[src/rtl/main_controller_pkg.sv]
// rtl/main_controller_pkg.sv - shared opcodes, state codes, ALU_op codes and control word
package main_controller_pkg;

  localparam logic [5:0] OP_RTYPE = 6'b000000;
  localparam logic [5:0] OP_J     = 6'b000010;
  localparam logic [5:0] OP_BEQ   = 6'b000100;
  localparam logic [5:0] OP_ADDI  = 6'b001000;
  localparam logic [5:0] OP_LW    = 6'b100011;
  localparam logic [5:0] OP_SW    = 6'b101011;

  typedef logic [3:0] state_t;

  localparam logic [3:0] S_FETCH    = 4'd0;
  localparam logic [3:0] S_DECODE   = 4'd1;
  localparam logic [3:0] S_MEMADR   = 4'd2;
  localparam logic [3:0] S_MEMRD    = 4'd3;
  localparam logic [3:0] S_MEMWB    = 4'd4;
  localparam logic [3:0] S_MEMWR    = 4'd5;
  localparam logic [3:0] S_EXEC     = 4'd6;
  localparam logic [3:0] S_ALUWB    = 4'd7;
  localparam logic [3:0] S_BRANCH   = 4'd8;
  localparam logic [3:0] S_ADDIEXEC = 4'd9;
  localparam logic [3:0] S_ADDIWB   = 4'd10;
  localparam logic [3:0] S_JUMP     = 4'd11;

  localparam logic [1:0] ALU_ADD   = 2'b00;
  localparam logic [1:0] ALU_SUB   = 2'b01;
  localparam logic [1:0] ALU_FUNCT = 2'b10;

  localparam logic [1:0] SRCB_REG   = 2'b00;
  localparam logic [1:0] SRCB_FOUR  = 2'b01;
  localparam logic [1:0] SRCB_IMM   = 2'b10;
  localparam logic [1:0] SRCB_IMMSH = 2'b11;

  localparam logic [1:0] PCSRC_ALU    = 2'b00;
  localparam logic [1:0] PCSRC_ALUOUT = 2'b01;
  localparam logic [1:0] PCSRC_JUMP   = 2'b10;

  typedef struct packed {
    logic [1:0] alu_op;
    logic       iord;
    logic       ir_write;
    logic       mem_write;
    logic       reg_write;
    logic       reg_dst;
    logic       mem_to_reg;
    logic       alu_src_a;
    logic       branch;
    logic       pc_write;
    logic [1:0] alu_src_b;
    logic [1:0] pc_src;
  } ctrl_t;

endpackage

[src/rtl/main_controller_outputs.sv]
// rtl/main_controller_outputs.sv - Moore decode of FSM state to the datapath control word
module main_controller_outputs
  import main_controller_pkg::*;
(
  input  logic [3:0] state,
  output ctrl_t      ctrl
);

  always_comb begin
    ctrl = '0;
    case (state)
      S_FETCH: begin
        ctrl.ir_write  = 1'b1;
        ctrl.pc_write  = 1'b1;
        ctrl.alu_src_b = SRCB_FOUR;
        ctrl.alu_op    = ALU_ADD;
        ctrl.pc_src    = PCSRC_ALU;
      end
      S_DECODE: begin
        ctrl.alu_src_b = SRCB_IMMSH;
        ctrl.alu_op    = ALU_ADD;
      end
      S_MEMADR, S_ADDIEXEC: begin
        ctrl.alu_src_a = 1'b1;
        ctrl.alu_src_b = SRCB_IMM;
        ctrl.alu_op    = ALU_ADD;
      end
      S_MEMRD: ctrl.iord = 1'b1;
      S_MEMWB: begin
        ctrl.reg_write  = 1'b1;
        ctrl.mem_to_reg = 1'b1;
      end
      S_MEMWR: begin
        ctrl.iord      = 1'b1;
        ctrl.mem_write = 1'b1;
      end
      S_EXEC: begin
        ctrl.alu_src_a = 1'b1;
        ctrl.alu_src_b = SRCB_REG;
        ctrl.alu_op    = ALU_FUNCT;
      end
      S_ALUWB: begin
        ctrl.reg_write = 1'b1;
        ctrl.reg_dst   = 1'b1;
      end
      S_BRANCH: begin
        ctrl.alu_src_a = 1'b1;
        ctrl.alu_src_b = SRCB_REG;
        ctrl.alu_op    = ALU_SUB;
        ctrl.pc_src    = PCSRC_ALUOUT;
        ctrl.branch    = 1'b1;
      end
      S_ADDIWB: ctrl.reg_write = 1'b1;
      S_JUMP: begin
        ctrl.pc_src   = PCSRC_JUMP;
        ctrl.pc_write = 1'b1;
      end
      default: ctrl = '0;
    endcase
  end

endmodule

[src/rtl/main_controller.sv]
// rtl/main_controller.sv - multicycle control FSM: state register, next-state logic and PC_en
module main_controller
  import main_controller_pkg::*;
(
  input  logic       clk,
  input  logic       rst_n,
  input  logic [5:0] op,
  input  logic       zero,
  output logic [1:0] ALU_op,
  output logic       IorD,
  output logic       IR_write,
  output logic       mem_write,
  output logic       reg_write,
  output logic       reg_dst,
  output logic       mem_to_reg,
  output logic       ALU_src_A,
  output logic       branch,
  output logic       PC_write,
  output logic [1:0] ALU_src_B,
  output logic [1:0] PC_src,
  output logic       PC_en
);

  state_t state_q;
  state_t state_d;
  ctrl_t  ctrl_raw;
  ctrl_t  ctrl;

  always_ff @(posedge clk or negedge rst_n) begin
    if (!rst_n) state_q <= S_FETCH;
    else        state_q <= state_d;
  end

  always_comb begin
    state_d = S_FETCH;
    case (state_q)
      S_FETCH: state_d = S_DECODE;
      S_DECODE: begin
        case (op)
          OP_LW, OP_SW: state_d = S_MEMADR;
          OP_RTYPE:     state_d = S_EXEC;
          OP_BEQ:       state_d = S_BRANCH;
          OP_ADDI:      state_d = S_ADDIEXEC;
          OP_J:         state_d = S_JUMP;
          default:      state_d = S_FETCH;
        endcase
      end
      S_MEMADR: begin
        if (op == OP_LW)      state_d = S_MEMRD;
        else if (op == OP_SW) state_d = S_MEMWR;
        else                  state_d = S_FETCH;
      end
      S_MEMRD:    state_d = S_MEMWB;
      S_EXEC:     state_d = S_ALUWB;
      S_ADDIEXEC: state_d = S_ADDIWB;
      default:    state_d = S_FETCH;
    endcase
  end

  main_controller_outputs u_outputs (
    .state (state_q),
    .ctrl  (ctrl_raw)
  );

  // Reset holds the state in FETCH, whose strobes must not reach the datapath.
  assign ctrl = rst_n ? ctrl_raw : '0;

  assign ALU_op     = ctrl.alu_op;
  assign IorD       = ctrl.iord;
  assign IR_write   = ctrl.ir_write;
  assign mem_write  = ctrl.mem_write;
  assign reg_write  = ctrl.reg_write;
  assign reg_dst    = ctrl.reg_dst;
  assign mem_to_reg = ctrl.mem_to_reg;
  assign ALU_src_A  = ctrl.alu_src_a;
  assign branch     = ctrl.branch;
  assign PC_write   = ctrl.pc_write;
  assign ALU_src_B  = ctrl.alu_src_b;
  assign PC_src     = ctrl.pc_src;
  assign PC_en      = ctrl.pc_write | (ctrl.branch & zero);

endmodule

[config.mk]
export PLATFORM = sky130hd
export DESIGN_NAME = main_controller
export DESIGN_NICKNAME = d
export VERILOG_FILES = /design/src/rtl/main_controller_pkg.sv /design/src/rtl/main_controller_outputs.sv /design/src/rtl/main_controller.sv
export SDC_FILE = /design/constraint.sdc
export NUM_CORES = 1
export LEC_CHECK = 0
export ABC_AREA = 1
export CORE_MARGIN = 1
export CORE_UTILIZATION = 34
export CTS_CLUSTER_SIZE = 8
export DETAILED_ROUTE_END_ITERATION = 8
export PLACE_DENSITY_LB_ADDON = 0.1
export SYNTH_ARGS = -nofsm -noshare
export SYNTH_HDL_FRONTEND = slang
export SYNTH_SLANG_ARGS = --single-unit
[constraint.sdc]
create_clock -name clk -period 1 [get_ports clk]
set_input_delay 0.15 -clock clk [delete_from_list [all_inputs] [get_ports clk]]
set_output_delay 0.15 -clock clk [all_outputs]
set_load 0.01 [all_outputs]
==> flow_summary.html, run 1 <==
<table>
<tr><th>Metric</th><th>Value</th></tr>
<tr><th colspan="2">Worst setup path</th></tr>
<tr><td>Data required, critical path</td><td>850 ps</td></tr>
<tr><td>Category of the worst setup path launch point</td><td>flop</td></tr>
<tr><td>Delay of the slowest cell on the worst path</td><td>420 ps</td></tr>
<tr><td>Critical-path top delay cell</td><td>dfrtp_2</td></tr>
<tr><td>Largest driver fanout on the critical path</td><td>3</td></tr>
<tr><td>Arrival time at the worst endpoint</td><td>1360 ps</td></tr>
<tr><td>Dominant cell type by count on the critical path</td><td>buf_4</td></tr>
<tr><td>Critical path class</td><td>flop to output pin</td></tr>
<tr><td>Critical Path End Type</td><td>output pin</td></tr>
<tr><td>Cells traversed along the worst timing path</td><td>inv_2, nor2_4, buf_4, buf_4, o21a_1, buf_2</td></tr>
<tr><th colspan="2">Yosys</th></tr>
<tr><td>Number of cells produced by synthesis</td><td>86</td></tr>
<tr><td>Synthesis Warnings</td><td>0</td></tr>
<tr><td>Post-synth design cell area</td><td>485.5 um^2</td></tr>
<tr><td>Synth Area per Inst</td><td>5.645 um^2</td></tr>
<tr><td>Post-Syn Nets</td><td>95</td></tr>
<tr><td>Register bit count reported by yosys</td><td>4</td></tr>
<tr><td>Distinct cell type count of the synthesized netlist</td><td>18</td></tr>
<tr><td>Sequential element share of the synthesized area</td><td>0.2062</td></tr>
<tr><th colspan="2">STA</th></tr>
<tr><td>Hold slack</td><td>260.1 ps</td></tr>
<tr><td>Final critical delay including setup and external delays</td><td>1509 ps</td></tr>
<tr><td>Final Hold Vio Count</td><td>0</td></tr>
<tr><td>Final worst setup slack</td><td>-509.3 ps</td></tr>
<tr><td>Post-route clock skew</td><td>0.7837 ps</td></tr>
<tr><td>Highest achievable clock rate</td><td>662.6 MHz</td></tr>
<tr><td>Relative max-transition margin</td><td>0.8130</td></tr>
<tr><td>Final clock period utilization by the worst path</td><td>1.509</td></tr>
<tr><td>Worst Max-Slew Pin Slew</td><td>280.2 ps</td></tr>
<tr><td>Final setup viols</td><td>20</td></tr>
<tr><td>Setup repair after global routing missed its margin</td><td>true</td></tr>
<tr><td>Slew Limit Fails</td><td>0</td></tr>
<tr><th colspan="2">Die</th></tr>
<tr><td>Std-Cell Core Area</td><td>0.001318 mm^2</td></tr>
<tr><td>Total I/O pin count</td><td>25</td></tr>
<tr><td>Vertical extent of the die</td><td>39.79 um</td></tr>
<tr><td>Chip width</td><td>39.79 um</td></tr>
<tr><td>Die outline area</td><td>0.001583 mm^2</td></tr>
<tr><td>Initial core utilization</td><td>0.3685</td></tr>
<tr><td>Number of placement rows</td><td>13</td></tr>
<tr><th colspan="2">Global routing</th></tr>
<tr><td>Antenna violations before repair</td><td>0</td></tr>
<tr><td>Via count of the first global-routing pass</td><td>695</td></tr>
<tr><td>Pin count of the biggest net entering global routing</td><td>7</td></tr>
<tr><td>Wire length of the first global-routing pass</td><td>2801 um</td></tr>
<tr><td>Remaining global-route overflow</td><td>0</td></tr>
<tr><td>Total routing resource utilization after global routing</td><td>0.2626</td></tr>
<tr><th colspan="2">Job</th></tr>
<tr><td>Maximum capacitance violations</td><td>0</td></tr>
<tr><th colspan="2">Routing</th></tr>
<tr><td>Average routed wire per standard cell</td><td>11.99 um</td></tr>
<tr><td>Average via count per standard cell</td><td>4.891</td></tr>
<tr><td>Post-Route WL</td><td>1870 um</td></tr>
<tr><td>DRT Pass-1 Iters</td><td>3</td></tr>
<tr><td>DRC marker count from the first detailed-route iteration</td><td>1</td></tr>
<tr><td>DRC violation count after routing</td><td>0</td></tr>
<tr><td>Count of vias placed by the detailed router</td><td>763</td></tr>
<tr><td>Post-detailed-route count of antenna-violating nets</td><td>0</td></tr>
<tr><th colspan="2">Finish</th></tr>
<tr><td>Fraction of the core area covered by cells at the end of the flow</td><td>0.8291</td></tr>
<tr><td>Largest reg by FF count</td><td>state_q</td></tr>
<tr><td>Flip-flop count of the largest register, all copies and words added</td><td>4</td></tr>
<tr><td>Regs by FF count</td><td>state_q (4)</td></tr>
<tr><td>N_diodes</td><td>0</td></tr>
<tr><td>Register cell area after layout</td><td>103.9 um^2</td></tr>
<tr><td>Share of final-layout standard cells stronger than drive strength 1</td><td>0.5745</td></tr>
<tr><td>Filler Cells Inserted</td><td>79</td></tr>
<tr><td>Multi-input logic area</td><td>426.7 um^2</td></tr>
<tr><td>Layout net count</td><td>152</td></tr>
<tr><td>Area added between synthesis and finish</td><td>125.0%</td></tr>
<tr><th colspan="2">Min path</th></tr>
<tr><td>Worst min-delay path category</td><td>input port to async pin</td></tr>
<tr><th colspan="2">CTS</th></tr>
<tr><td>Number of CTS-inserted buffers</td><td>3</td></tr>
<tr><td>Deepest level of the CTS H-tree</td><td>1</td></tr>
<tr><td>Clock Tree Root</td><td>clkbuf_4</td></tr>
<tr><td>Clock latency on the worst-skew pair</td><td>230 ps</td></tr>
<tr><td>CTS tree</td><td>built</td></tr>
<tr><td>Number of clock sinks</td><td>4</td></tr>
<tr><td>Clock slew seen by the registers of the worst setup and hold paths</td><td>40 ps</td></tr>
<tr><td>CTS max path bufs</td><td>2</td></tr>
<tr><td>Hold bufs inserted after CTS</td><td>0</td></tr>
<tr><th colspan="2">Run status</th></tr>
<tr><td>Result of the run</td><td>finished, violations left</td></tr>
<tr><td>Violated checks</td><td>setup timing</td></tr>
<tr><th colspan="2">Pwr</th></tr>
<tr><td>Static leakage</td><td>0.0006032 uW</td></tr>
<tr><td>Highest ir drop seen on vdd</td><td>0.001586 V</td></tr>
<tr><td>Ratio of total power to cell area</td><td>1631 mW/mm^2</td></tr>
<tr><th colspan="2">Placed design</th></tr>
<tr><td>Last weighted congestion value of the routability-driven placer</td><td>0.8173</td></tr>
<tr><td>Number of port buffers</td><td>24</td></tr>
<tr><td>Post-DP HPWL</td><td>1125 um</td></tr>
</table>
-- cells in the final DEF, fill, tap and decap left out --
master,instances
buf_4,19
o22ai_1,1
dfrtp_2,3
inv_6,1
buf_6,17
o21a_1,1
clkdlybuf4s50_1,8
buf_2,9
nand3_2,2
dfrtp_1,1
nand3_1,6
clkbuf_4,3
nand3b_1,2
nand2_2,6
nand2_4,4
inv_2,3
nor2_4,10
nor3_1,1
a21oi_1,2
o21ai_2,1
nor2_2,2
nand2_1,13
nand4_1,1
nor2_1,13
inv_1,11
a31oi_2,1
-- cell usage after synthesis --
cell type | instances | share of area
o21ai_0 | 1 | 0.010
dfrtp_1 | 4 | 0.21
inv_2 | 1 | 0.0077
nand2_1 | 20 | 0.15
nand2_2 | 3 | 0.039
o21a_1 | 1 | 0.015
nor2_1 | 18 | 0.14
inv_1 | 14 | 0.11
a21oi_1 | 2 | 0.021
o22ai_1 | 1 | 0.013
nand3b_1 | 2 | 0.031
nand4_1 | 1 | 0.013
nor3_1 | 1 | 0.010
nor2_4 | 3 | 0.070
buf_4 | 1 | 0.015
nor2_2 | 4 | 0.052
a31oi_1 | 1 | 0.013
nand3_1 | 8 | 0.082
-- routing by layer --
| metal | share of wire | global-route usage | vias to the layer above |
|---|---|---|---|
| li1 | - | - | 379 |
| met1 | 0.37 | 0.2694 | 358 |
| met2 | 0.58 | 0.5000 | 22 |
| met3 | 0.028 | 0.03409 | 4 |
| met4 | 0.020 | 0.1379 | 0 |
| met5 | 0 | 0 | - |
-- layout make-up --
| cell class | instances | share of cell area |
|---|---|---|
| clock buffers | 3 | 0.02062 |
| repair buffers | 53 | 0.4204 |
| multi-input cells | 66 | 0.3906 |
| well taps | 15 | 0.01718 |
| inverters | 15 | 0.05613 |
| flip-flops and latches | 4 | 0.09507 |
-- through the flow --
| step | total power [uW] | setup TNS, ps | setup slack, ps | std cells | cell area, um^2 |
|---|---|---|---|---|---|
| floorplan | 700.3 | -791.9 | -102.9 | 86 | 524.3 |
| global placement | 1087 | -12030 | -753.9 | 139 | 888.4 |
| detailed placement | 1093 | -12080 | -756.1 | 139 | 888.4 |
| CTS | 1648 | -7510 | -480.2 | 155 | 1072 |
| global route | 1879 | -9139 | -558.5 | 156 | 1092 |
| finish | 1781 | -8138 | -509.3 | 156 | 1092 |
-- final timing paths --
path | slack, ps | startpoint | cells past startpoint | end
setup / recovery | -510 | state_q[3]$_DFF_PN0_ | 6 | ALU_src_A
max in group asynchronous | 630 | rst_n | 2 | state_q[2]$_DFF_PN0_
setup reg to reg | -340 | state_q[0]$_DFF_PN0_ | 9 | state_q[0]$_DFF_PN0_
hold / removal | 260 | rst_n | 2 | state_q[0]$_DFF_PN0_
hold reg to reg | 910 | state_q[2]$_DFF_PN0_ | 5 | state_q[3]$_DFF_PN0_
min in group clk | 590 | op[2] | 3 | state_q[3]$_DFF_PN0_
-- cell families after synthesis --
| group | after synthesis | synth area share |
|---|---|---|
| compound gates | 6 | 0.07218 |
| simple gates | 60 | 0.5902 |
| flops | 4 | 0.2062 |
| buf+inv | 16 | 0.1314 |
-- worst max-delay path, delay by kind of cell, from the launching register on --
kind | cells | cell delay [ps]
and+or+nand+nor | 1 | 60
DFF | 1 | 420
buffers and inverters | 4 | 490
AOI/OAI and AO/OA | 1 | 170
-- repair_timing --
item | 4_1_cts | 5_1_grt
gates cloned | 0 | 0
pin swaps | 21 | 6
buffers inserted | 13 | 2
resized for setup | 100 | 5
endpoints found under the setup margin | 20 | 20
-- where the power goes --
part	switching [uW]	internal (uW)
combinational	642	699
sequential	46.2	200
clock	60.6	134
total	749	1030
(Power assumes the default switching activity.)
==> inputs of run 2 (changes only) <==
Settings changed: SETUP_SLACK_MARGIN set to 0.15.
==> flow_summary.html, run 2 (synthesis gave the netlist of run 1 again) <==
<table>
<tr><th>Metric</th><th>Value</th></tr>
<tr><th colspan="2">Global routing</th></tr>
<tr><td>Pin count of the biggest net entering global routing</td><td>7</td></tr>
<tr><td>Via count of the first global-routing pass</td><td>617</td></tr>
<tr><td>Total routing resource utilization after global routing</td><td>0.2242</td></tr>
<tr><td>Wire length of the first global-routing pass</td><td>2415 um</td></tr>
<tr><td>Antenna violations before repair</td><td>0</td></tr>
<tr><td>Remaining global-route overflow</td><td>0</td></tr>
<tr><th colspan="2">Routing</th></tr>
<tr><td>DRC violation count after routing</td><td>0</td></tr>
<tr><td>DRC marker count from the first detailed-route iteration</td><td>14</td></tr>
<tr><td>Count of vias placed by the detailed router</td><td>714</td></tr>
<tr><td>DRT Pass-1 Iters</td><td>4</td></tr>
<tr><td>Average routed wire per standard cell</td><td>13.28 um</td></tr>
<tr><td>Post-detailed-route count of antenna-violating nets</td><td>0</td></tr>
<tr><td>Average via count per standard cell</td><td>4.924</td></tr>
<tr><td>Post-Route WL</td><td>1925 um</td></tr>
<tr><th colspan="2">Run status</th></tr>
<tr><td>Result of the run</td><td>finished, violations left</td></tr>
<tr><td>Violated checks</td><td>setup timing</td></tr>
<tr><th colspan="2">Worst setup path</th></tr>
<tr><td>Data required, critical path</td><td>850 ps</td></tr>
<tr><td>Critical Path End Type</td><td>output pin</td></tr>
<tr><td>Cells traversed along the worst timing path</td><td>nand2_2, inv_1, o21ai_0, a21oi_1, buf_2</td></tr>
<tr><td>Critical-path top delay cell</td><td>dfrtp_2</td></tr>
<tr><td>Arrival time at the worst endpoint</td><td>1390 ps</td></tr>
<tr><td>Largest driver fanout on the critical path</td><td>5</td></tr>
<tr><td>Startpoint of the worst register-to-register path</td><td>state_q[1]$_DFF_PN0_</td></tr>
<tr><td>Critical path class</td><td>flop to output pin</td></tr>
<tr><td>FF-to-FF path depth</td><td>9</td></tr>
<tr><td>Reg2Reg Capture Point</td><td>state_q[0]$_DFF_PN0_</td></tr>
<tr><td>Delay of the slowest cell on the worst path</td><td>470 ps</td></tr>
<tr><td>Category of the worst setup path launch point</td><td>flop</td></tr>
<tr><td>Slack of the worst reg-to-reg path</td><td>-330 ps</td></tr>
<tr><th colspan="2">CTS</th></tr>
<tr><td>Hold bufs inserted after CTS</td><td>0</td></tr>
<tr><td>Number of clock sinks</td><td>4</td></tr>
<tr><td>Clock slew seen by the registers of the worst setup and hold paths</td><td>40 ps</td></tr>
<tr><td>CTS max path bufs</td><td>2</td></tr>
<tr><td>CTS tree</td><td>built</td></tr>
<tr><td>Deepest level of the CTS H-tree</td><td>1</td></tr>
<tr><td>Clock latency on the worst-skew pair</td><td>240 ps</td></tr>
<tr><td>Number of CTS-inserted buffers</td><td>3</td></tr>
<tr><td>Clock Tree Root</td><td>clkbuf_4</td></tr>
<tr><th colspan="2">Die</th></tr>
<tr><td>Number of placement rows</td><td>13</td></tr>
<tr><td>Chip width</td><td>39.79 um</td></tr>
<tr><td>Die outline area</td><td>0.001583 mm^2</td></tr>
<tr><td>Std-Cell Core Area</td><td>0.001318 mm^2</td></tr>
<tr><td>Total I/O pin count</td><td>25</td></tr>
<tr><td>Vertical extent of the die</td><td>39.79 um</td></tr>
<tr><td>Initial core utilization</td><td>0.3685</td></tr>
<tr><th colspan="2">STA</th></tr>
<tr><td>Slew Limit Fails</td><td>0</td></tr>
<tr><td>Final worst setup slack</td><td>-538.3 ps</td></tr>
<tr><td>Highest achievable clock rate</td><td>650.1 MHz</td></tr>
<tr><td>Worst Max-Slew Pin Slew</td><td>329.5 ps</td></tr>
<tr><td>Final critical delay including setup and external delays</td><td>1538 ps</td></tr>
<tr><td>Final setup viols</td><td>20</td></tr>
<tr><td>Setup repair after global routing missed its margin</td><td>true</td></tr>
<tr><td>Relative max-transition margin</td><td>0.7801</td></tr>
<tr><td>Post-route clock skew</td><td>7.959 ps</td></tr>
<tr><td>Hold slack</td><td>370.9 ps</td></tr>
<tr><td>Final clock period utilization by the worst path</td><td>1.538</td></tr>
<tr><td>Final Hold Vio Count</td><td>0</td></tr>
<tr><th colspan="2">Finish</th></tr>
<tr><td>Area added between synthesis and finish</td><td>117.3%</td></tr>
<tr><td>Regs by FF count</td><td>state_q (4)</td></tr>
<tr><td>Share of final-layout standard cells stronger than drive strength 1</td><td>0.5615</td></tr>
<tr><td>Largest reg by FF count</td><td>state_q</td></tr>
<tr><td>Most common library cell in the layout ignoring fill and taps</td><td>buf_6</td></tr>
<tr><td>N_diodes</td><td>0</td></tr>
<tr><td>Flip-flop count of the largest register, all copies and words added</td><td>4</td></tr>
<tr><td>Highest-count cells in the layout ignoring fill and taps</td><td>16 x buf_6, 14 x nor2_4, 13 x nand2_1</td></tr>
<tr><td>Layout net count</td><td>141</td></tr>
<tr><th colspan="2">Pwr</th></tr>
<tr><td>Ratio of total power to cell area</td><td>1610 mW/mm^2</td></tr>
<tr><td>Overall power after layout</td><td>1698 uW</td></tr>
<tr><td>Static leakage</td><td>0.0005432 uW</td></tr>
<tr><td>Highest ir drop seen on vdd</td><td>0.001022 V</td></tr>
<tr><th colspan="2">Job</th></tr>
<tr><td>Maximum capacitance violations</td><td>0</td></tr>
<tr><th colspan="2">Min path</th></tr>
<tr><td>Worst min-delay path category</td><td>input port to async pin</td></tr>
<tr><th colspan="2">Placed design</th></tr>
<tr><td>Last weighted congestion value of the routability-driven placer</td><td>0.8028</td></tr>
<tr><td>Number of port buffers</td><td>24</td></tr>
<tr><td>Post-DP HPWL</td><td>1132 um</td></tr>
</table>
## run 2: cell count changes in the layout (fill, tap and decap cells not counted), moves of 2 or more
cell and delta:
buf_4 -10, nand2_4 +2, nand2_2 -2, nand3_1 +2
nand3_2 -2, inv_2 +2, nor2_4 +4, nor2_2 -2
inv_1 -2, nor2_1 -2
## run 2: layout make-up
class / instances / area [um^2]
timing repair buffer: 42 / 387.9
inverter: 15 / 58.81
clock buffer: 3 / 22.52
sequential: 4 / 105.1
multi-input combinational: 66 / 461.7
fill: 84 / 262.8
tap: 15 / 18.77
## run 2: metal layers
| metal | vias up | global-route usage | wire length, um |
|---|---|---|---|
| met2 | 20 | 0.4426 | 1144 |
| met1 | 334 | 0.2365 | 709 |
| li1 | 356 | - | - |
| met5 | - | 0 | 0 |
| met3 | 4 | 0.02273 | 45 |
| met4 | 0 | 0.07759 | 25 |
## run 2: worst max-delay path: cells and delay by family, from the launching register on
kind            cells  cell delay [ps]
compound gates      2              310
buf+inv             2              230
flops               1              470
simple gates        1              140
## run 2: power by group
| group | internal, uW | switching, uW | total (uW) | leakage [uW] |
|---|---|---|---|---|
| Combinational | 593 | 627 | 1220 | 0.000482 |
| Sequential | 204 | 73.2 | 277 | 0.0000474 |
| Clock | 134 | 67.1 | 201 | 0.0000138 |
## run 2: worst max-delay path by stage
stage / startpoint / end / slack [ps] / cells after the start
3_5_place_dp: rst_n / PC_en / -750 / 7
4_1_cts: state_q[2]$_DFF_PN0_ / ALU_src_B[1] / -480 / 5
3_3_place_gp: rst_n / PC_en / -710 / 7
6_report: state_q[1]$_DFF_PN0_ / reg_write / -540 / 5
5_1_grt: state_q[3]$_DFF_PN0_ / PC_en / -580 / 7
2_1_floorplan: state_q[3]$_DFF_PN0_ / PC_en / -100 / 5
## run 2: what timing repair did
item                       4_1_cts  5_1_grt
pin swaps                        6       17
buffers inserted                 4        2
gates resized for setup         85       26
setup endpoints to repair       20       20
## run 2: metrics by stage
stage | setup TNS [ps] | instance area [um^2] | setup slack [ps] | instances | util
final | -8322 | 1055 | -538.3 | 145 | 0.8006
after global routing | -9257 | 1055 | -577.6 | 145 | 0.8006
after CTS | -7510 | 938.4 | -479.1 | 143 | 0.7123
after detailed placement | -11920 | 865.8 | -747.5 | 136 | 0.6572
after global placement | -11380 | 865.8 | -711.3 | 136 | 0.6572
after floorplan | -792.4 | 524.3 | -102.9 | 86 | -
